--- src/rtl/decode_sb_pkg.sv ---
// Shared constants for the decode stage: default geometry, control-bundle field offsets
// and the scoreboard counter update helper.
package decode_sb_pkg;

  localparam int unsigned DefDataW   = 16;
  localparam int unsigned DefNregs   = 8;
  localparam int unsigned DefCtrlW   = 24;
  localparam int unsigned DefMaxPend = 3;

  // Control-bundle layout consumed by execute; decode passes the bundle through untouched.
  localparam int unsigned CtrlAluOpLsb  = 0;
  localparam int unsigned CtrlAluOpW    = 5;
  localparam int unsigned CtrlSrcImmBit = 5;
  localparam int unsigned CtrlMemRdBit  = 6;
  localparam int unsigned CtrlMemWrBit  = 7;
  localparam int unsigned CtrlBrLsb     = 8;
  localparam int unsigned CtrlBrW       = 3;
  localparam int unsigned CtrlFuncLsb   = 11;
  localparam int unsigned CtrlFuncW     = 13;

  // Net counter change for one register, floored at zero.
  function automatic int pend_update(input int cur, input logic inc, input logic dec_wb,
                                     input logic dec_kill);
    int v;
    v = cur;
    if (inc) v = v + 1;
    if (dec_wb) v = v - 1;
    if (dec_kill) v = v - 1;
    if (v < 0) v = 0;
    return v;
  endfunction

endpackage

--- src/rtl/decode_sb_regfile.sv ---
// Register array with two combinational read ports.
// DECODE_SB_BYPASS_EN forwards same-cycle write-back data to matching reads.
module sb_regfile
  import decode_sb_pkg::*;
#(
  parameter int unsigned DATA_W = DefDataW,
  parameter int unsigned NREGS  = DefNregs,
  parameter int unsigned RSEL_W = $clog2(NREGS)
) (
  input  logic              clk,
  input  logic              rst,
  input  logic              we,
  input  logic [RSEL_W-1:0] wsel,
  input  logic [DATA_W-1:0] wdata,
  input  logic [RSEL_W-1:0] rs1,
  input  logic [RSEL_W-1:0] rs2,
  output logic [DATA_W-1:0] rdata1,
  output logic [DATA_W-1:0] rdata2
);

  logic [DATA_W-1:0] regs_q [NREGS];

  always_ff @(posedge clk or negedge rst) begin
    if (!rst) begin
      for (int i = 0; i < NREGS; i++) begin
        regs_q[i] <= '0;
      end
    end else if (we) begin
      regs_q[wsel] <= wdata;
    end
  end

`ifdef DECODE_SB_BYPASS_EN
  assign rdata1 = (we && (wsel == rs1)) ? wdata : regs_q[rs1];
  assign rdata2 = (we && (wsel == rs2)) ? wdata : regs_q[rs2];
`else
  assign rdata1 = regs_q[rs1];
  assign rdata2 = regs_q[rs2];
`endif

endmodule

--- src/rtl/decode_sb.sv ---
// Decode stage: register file, per-register pending-write scoreboard and ID/EX output register.
// DECODE_SB_BYPASS_EN enables write-back forwarding and early RAW release.
module decode_sb
  import decode_sb_pkg::*;
#(
  parameter int unsigned DATA_W   = DefDataW,
  parameter int unsigned NREGS    = DefNregs,
  parameter int unsigned RSEL_W   = $clog2(NREGS),
  parameter int unsigned CTRL_W   = DefCtrlW,
  parameter int unsigned MAX_PEND = DefMaxPend
) (
  input  logic              clk,
  input  logic              rst,
  input  logic              in_valid,
  output logic              in_ready,
  input  logic [RSEL_W-1:0] in_rs1,
  input  logic [RSEL_W-1:0] in_rs2,
  input  logic              in_use1,
  input  logic              in_use2,
  input  logic [RSEL_W-1:0] in_rd,
  input  logic              in_rd_we,
  input  logic [DATA_W-1:0] in_imm,
  input  logic [CTRL_W-1:0] in_ctrl,
  output logic              out_valid,
  input  logic              out_ready,
  output logic [DATA_W-1:0] out_rs1_data,
  output logic [DATA_W-1:0] out_rs2_data,
  output logic [RSEL_W-1:0] out_rd,
  output logic              out_rd_we,
  output logic [DATA_W-1:0] out_imm,
  output logic [CTRL_W-1:0] out_ctrl,
  input  logic              wb_we,
  input  logic [RSEL_W-1:0] wb_sel,
  input  logic [DATA_W-1:0] wb_data,
  input  logic              flush,
  output logic              sb_err
);

  localparam int unsigned PEND_W = $clog2(MAX_PEND + 1);
  localparam logic [PEND_W-1:0] PendMax = PEND_W'(MAX_PEND);

  logic [PEND_W-1:0] pend_q [NREGS];
  logic [PEND_W-1:0] pend_d [NREGS];
  logic              err_q, err_d;

  logic              valid_q;
  logic [DATA_W-1:0] rs1_data_q, rs2_data_q, imm_q;
  logic [RSEL_W-1:0] rd_q;
  logic              rd_we_q;
  logic [CTRL_W-1:0] ctrl_q;

  logic [DATA_W-1:0] rdata1, rdata2;
  logic              raw1, raw2, raw_clr1, raw_clr2, waw, hazard, accept, kill_wr;

  sb_regfile #(
    .DATA_W (DATA_W),
    .NREGS  (NREGS),
    .RSEL_W (RSEL_W)
  ) u_regfile (
    .clk    (clk),
    .rst    (rst),
    .we     (wb_we),
    .wsel   (wb_sel),
    .wdata  (wb_data),
    .rs1    (in_rs1),
    .rs2    (in_rs2),
    .rdata1 (rdata1),
    .rdata2 (rdata2)
  );

`ifdef DECODE_SB_BYPASS_EN
  // The last outstanding write retiring this cycle is forwarded, so no stall is needed.
  assign raw_clr1 = wb_we && (wb_sel == in_rs1) && (pend_q[in_rs1] == PEND_W'(1));
  assign raw_clr2 = wb_we && (wb_sel == in_rs2) && (pend_q[in_rs2] == PEND_W'(1));
`else
  assign raw_clr1 = 1'b0;
  assign raw_clr2 = 1'b0;
`endif

  assign raw1   = in_use1 && (pend_q[in_rs1] != '0) && !raw_clr1;
  assign raw2   = in_use2 && (pend_q[in_rs2] != '0) && !raw_clr2;
  assign waw    = in_rd_we && (pend_q[in_rd] == PendMax) && !(wb_we && (wb_sel == in_rd));
  assign hazard = raw1 || raw2 || waw;

  assign in_ready = !flush && !hazard && (!valid_q || out_ready);
  assign accept   = in_valid && in_ready;
  assign kill_wr  = flush && valid_q && rd_we_q;

  always_comb begin
    for (int r = 0; r < NREGS; r++) begin
      pend_d[r] = PEND_W'(pend_update(int'(pend_q[r]),
                                      accept && in_rd_we && (in_rd == RSEL_W'(r)),
                                      wb_we && (wb_sel == RSEL_W'(r)),
                                      kill_wr && (rd_q == RSEL_W'(r))));
    end
    err_d = err_q || (wb_we && (pend_q[wb_sel] == '0));
  end

  always_ff @(posedge clk or negedge rst) begin
    if (!rst) begin
      for (int r = 0; r < NREGS; r++) begin
        pend_q[r] <= '0;
      end
      err_q <= 1'b0;
    end else begin
      for (int r = 0; r < NREGS; r++) begin
        pend_q[r] <= pend_d[r];
      end
      err_q <= err_d;
    end
  end

  // Flush has priority over a handshake; accept is already blocked by it.
  always_ff @(posedge clk or negedge rst) begin
    if (!rst) begin
      valid_q    <= 1'b0;
      rs1_data_q <= '0;
      rs2_data_q <= '0;
      imm_q      <= '0;
      rd_q       <= '0;
      rd_we_q    <= 1'b0;
      ctrl_q     <= '0;
    end else if (flush) begin
      valid_q <= 1'b0;
    end else if (accept) begin
      valid_q    <= 1'b1;
      rs1_data_q <= rdata1;
      rs2_data_q <= rdata2;
      imm_q      <= in_imm;
      rd_q       <= in_rd;
      rd_we_q    <= in_rd_we;
      ctrl_q     <= in_ctrl;
    end else if (out_ready) begin
      valid_q <= 1'b0;
    end
  end

  assign out_valid    = valid_q;
  assign out_rs1_data = rs1_data_q;
  assign out_rs2_data = rs2_data_q;
  assign out_imm      = imm_q;
  assign out_rd       = rd_q;
  assign out_rd_we    = rd_we_q;
  assign out_ctrl     = ctrl_q;
  assign sb_err       = err_q;

endmodule
--- config.mk ---
export PLATFORM = sky130hd
export DESIGN_NAME = decode_sb
export DESIGN_NICKNAME = d
export VERILOG_FILES = /design/src/rtl/decode_sb_pkg.sv /design/src/rtl/decode_sb_regfile.sv /design/src/rtl/decode_sb.sv
export SDC_FILE = /design/constraint.sdc
export NUM_CORES = 1
export LEC_CHECK = 0
export BUFFER_PORTS_ARGS = -buffer_cell sky130_fd_sc_hd__buf_4
export CORE_MARGIN = 5
export CORE_UTILIZATION = 50
export CTS_CLUSTER_DIAMETER = 200
export DETAILED_ROUTE_END_ITERATION = 10
export PLACE_DENSITY = 0.77
export SETUP_SLACK_MARGIN = 0.4
export SLEW_MARGIN = 0
export SYNTH_ARGS = -nofsm -noshare
export SYNTH_HDL_FRONTEND = slang
export SYNTH_HIERARCHICAL = 1
export SYNTH_SLANG_ARGS = --single-unit
--- constraint.sdc ---
create_clock -name clk -period 8.7 [get_ports clk]
set_input_delay 1.305 -clock clk [delete_from_list [all_inputs] [get_ports clk]]
set_output_delay 1.305 -clock clk [all_outputs]
set_load 0.005 [all_outputs]
==> flow_summary.toml <==
[drt]
vias = 8599
wire_per_inst_um = 21.3
highest_layer = "met4"
viasPerCell = 6.08
routed_wl_um = 30200
ant_nets = 0
route.met2.wl_um = 15500
drc = 0
drtPass1Iterations = 5
wirelength_met1_um = 12600
drtIter0Drc = 631
wl_met3_um = 1570

[place]
place.gp.congestion = 0.898
dpl-instance-area_sq_um = 14000
port_buffers = 155
dp_cells = 1373
dp_hpwl_um = 19800

[timing]
hold_viol = 0
fin_crit_ns = 5.06
final-setup-viol-count = 0
worst_slew_pin_slew_ns = 0.901
drv_slew = 0
skew_ns = 0.00902
finalCritPeriodShare = 0.581
fmax_ghz = 0.198
rsz0062_at_grt = "no"
setup_tns_ns = 0
relSlewSlack = 0.399
fin_hold_ws_ns = 0.459

[global_routing]
globalRoute.totalOverflow = 0
grt_pass1_vias = 9093
antenna_found_initial = 0
grt_util_all_layers = 0.207
grt_max_degree = 95
grt_pass1_wl_um = 48500

[power_and_ir_drop]
p_leak_nw = 6.39
ir_worst_vdd_v = 0.000177
pwr_density_cell_nw_per_um2 = 271
total_power_w = 0.00402

[cts]
clock-sinks = 222
clk_latency_ns = 0.51
clockRootBuffer = "clkbuf_16"
htreeDepth = 1
cts_made_buffers = 25
clk_pin_slew_worst_paths_ns = 0.06
postCtsSetupRepairBufs = 0
cts_buffer_depth = 3
cts_resized = 0
hold_buffers = 0
cts_tree = "built"

[synth]
synth_seq_cells = 222
synth.avg_cell_area_sq_um = 13.5
synth_edf_count = 0
synthArstFlopShare = 1.00
synth_ff_type = "dfrtp_1"
ys_warn_count = 6
synthCells = 943
syn_nets = 1044
seq_area_frac_synth = 0.436
synth_top_area_frac = 0.436
netlist_area_sq_um = 12800
yosys.cell_types.count = 75
synth_area_leaders = "dfrtp_1 44%, mux2_2 21%, mux4_1 12%, ha_1 2.4%, mux4_2 1.9%"
yosysTopAreaCell = "dfrtp_1"

[run_status]
outcome = "finished, final reports clean"

[cells_and_area]
fin_cells = 1415
mostFrequentLayoutCells = "235 x mux2_2, 222 x dfrtp_1, 161 x buf_4, 56 x mux4_1, 51 x nand2_1"
drive_gt1_frac = 0.432
layout_commonest_cell = "mux2_2"
fin_area_sq_um = 14800
n_antenna_cell = 0
register_area_sq_um = 5560
fin_nets = 1171
multi_input_area_sq_um = 6810
n_fill_cell = 1936
synthToLayoutAreaGrowth_pct = 16.4

[job]
drv_cap = 0

[die]
start_util = 0.506
rows = 58
core_area_sq_um = 25200
ios = 156
die_w_um = 170
dieArea_sq_um = 28800
fp.dieH_um = 170

[worst_setup_path]
cp_top_family = "simple AND/OR/NAND/NOR gates"
worst-path-buf-inv = 2
critical_path_class = "in2reg"
critPathMaxStageDelay_ns = 0.70
cp-end-kind = "register"
crit_chain = "buf_4 -> nor4b_1 -> a311oi_1 -> a32o_1 -> nor4_4 -> buf_4 -> and3b_1 -> nor2b_1 -> a21oi_1 -> ha_1 -> ha_1 -> and3b_1 -> o21ai_0 -> mux2i_1 -> a21oi_1"
start_kind = "input port"
cp_max_fo = 68
crit_arrival_ns = 5.49
cpMaxStageDelayCell = "buf_4"
critPathRequiredTime_ns = 9.13

[worst_hold_path]
min_path_type = "reg2reg"
registers in the layout, indices dropped and copies added, names as in the netlist:
name              count
out_ctrl             24
out_imm              16
pend_q               16
out_rd                3
out_rs2_data         16
out_rd_we             1
sb_err                1
out_rs1_data         16
out_valid             1
u_regfile/regs_q    128
routing by layer:
metal | GRT usage | up-vias
met3 | 0.0345 | 37
met2 | 0.356 | 235
met1 | 0.276 | 4432
li1 | - | 3895
met5 | 0 | -
met4 | 0.0522 | 0
cell usage after synthesis, types with 5 or more instances:
cell type and n:
mux2_2 235, dfrtp_1 222, mux4_1 56, nand2_1 51, nor2_1 34, buf_2 25
ha_1 24, nor3_1 18, nand3_1 17, o21ai_0 16, mux2i_1 15, a21oi_1 14
buf_6 11, inv_1 11, mux4_2 11, xnor2_1 11, clkbuf_1 10, nand4_1 10
a31oi_1 9, nor2b_1 9, buf_1 8, nand2b_1 8, nor3b_1 8, or3_1 7
buf_4 6, o21bai_1 6, a211oi_1 5
worst register-to-register path, delay by kind of cell (launching register included):
kind | cells | cell delay [ns]
compound gates | 5 | 1.03
fa+ha+maj | 2 | 0.39
buf+inv | 1 | 0.70
flops | 1 | 0.53
mux | 1 | 0.12
simple gates | 5 | 1.47
cells by family after synthesis:
| logic type | count (synthesis) | share of synthesized area |
|---|---|---|
| muxes | 317 | 0.354 |
| and+or+nand+nor | 203 | 0.0929 |
| xor gates and xnor gates | 15 | 0.0118 |
| adders and majority gates | 24 | 0.0235 |
| AOI/OAI and AO/OA | 88 | 0.0494 |
| buffers and inverters | 74 | 0.0327 |
| DFF | 222 | 0.436 |
where the power goes:
group / internal [W] / total (W) / switching [W]
Sequential: 0.00137 / 0.00165 / 0.000278
Combinational: 0.000820 / 0.00136 / 0.000541
Clock: 0.000613 / 0.00101 / 0.000401
metrics by stage:
step | util | setup WS (ns)
floorplan | - | 4.32
global placement | 0.558 | 3.26
detailed placement | 0.558 | 3.11
CTS | 0.590 | 3.65
global route | 0.590 | 3.24
finish | 0.590 | 3.64
worst paths after layout:
kind	startpoint	endpoint	slack [ns]	cells past startpoint
setup reg to reg	pend_q[0]$_DFF_PN0_	pend_q[14]$_DFF_PN0_	4.38	14
hold reg to reg	sb_err$_DFF_PN0_	sb_err$_DFF_PN0_	0.46	1
min in group asynchronous	rst	out_rs2_data[3]$_DFFE_PN0P_	0.83	1
setup / recovery	in_rs1[0]	pend_q[14]$_DFF_PN0_	3.64	15
max in group asynchronous	rst	out_rs1_data[13]$_DFFE_PN0P_	6.46	2
hold / removal	sb_err$_DFF_PN0_	sb_err$_DFF_PN0_	0.46	1
layout make-up:
class / count / area share
clock buffers: 36 / 0.0496
clock inverters: 6 / 0.00413
inverters: 12 / 0.00303
multi-input cells: 647 / 0.459
flip-flops and latches: 222 / 0.374
well taps: 330 / 0.0278
repair buffers: 162 / 0.0824
(Power assumes the default switching activity.)
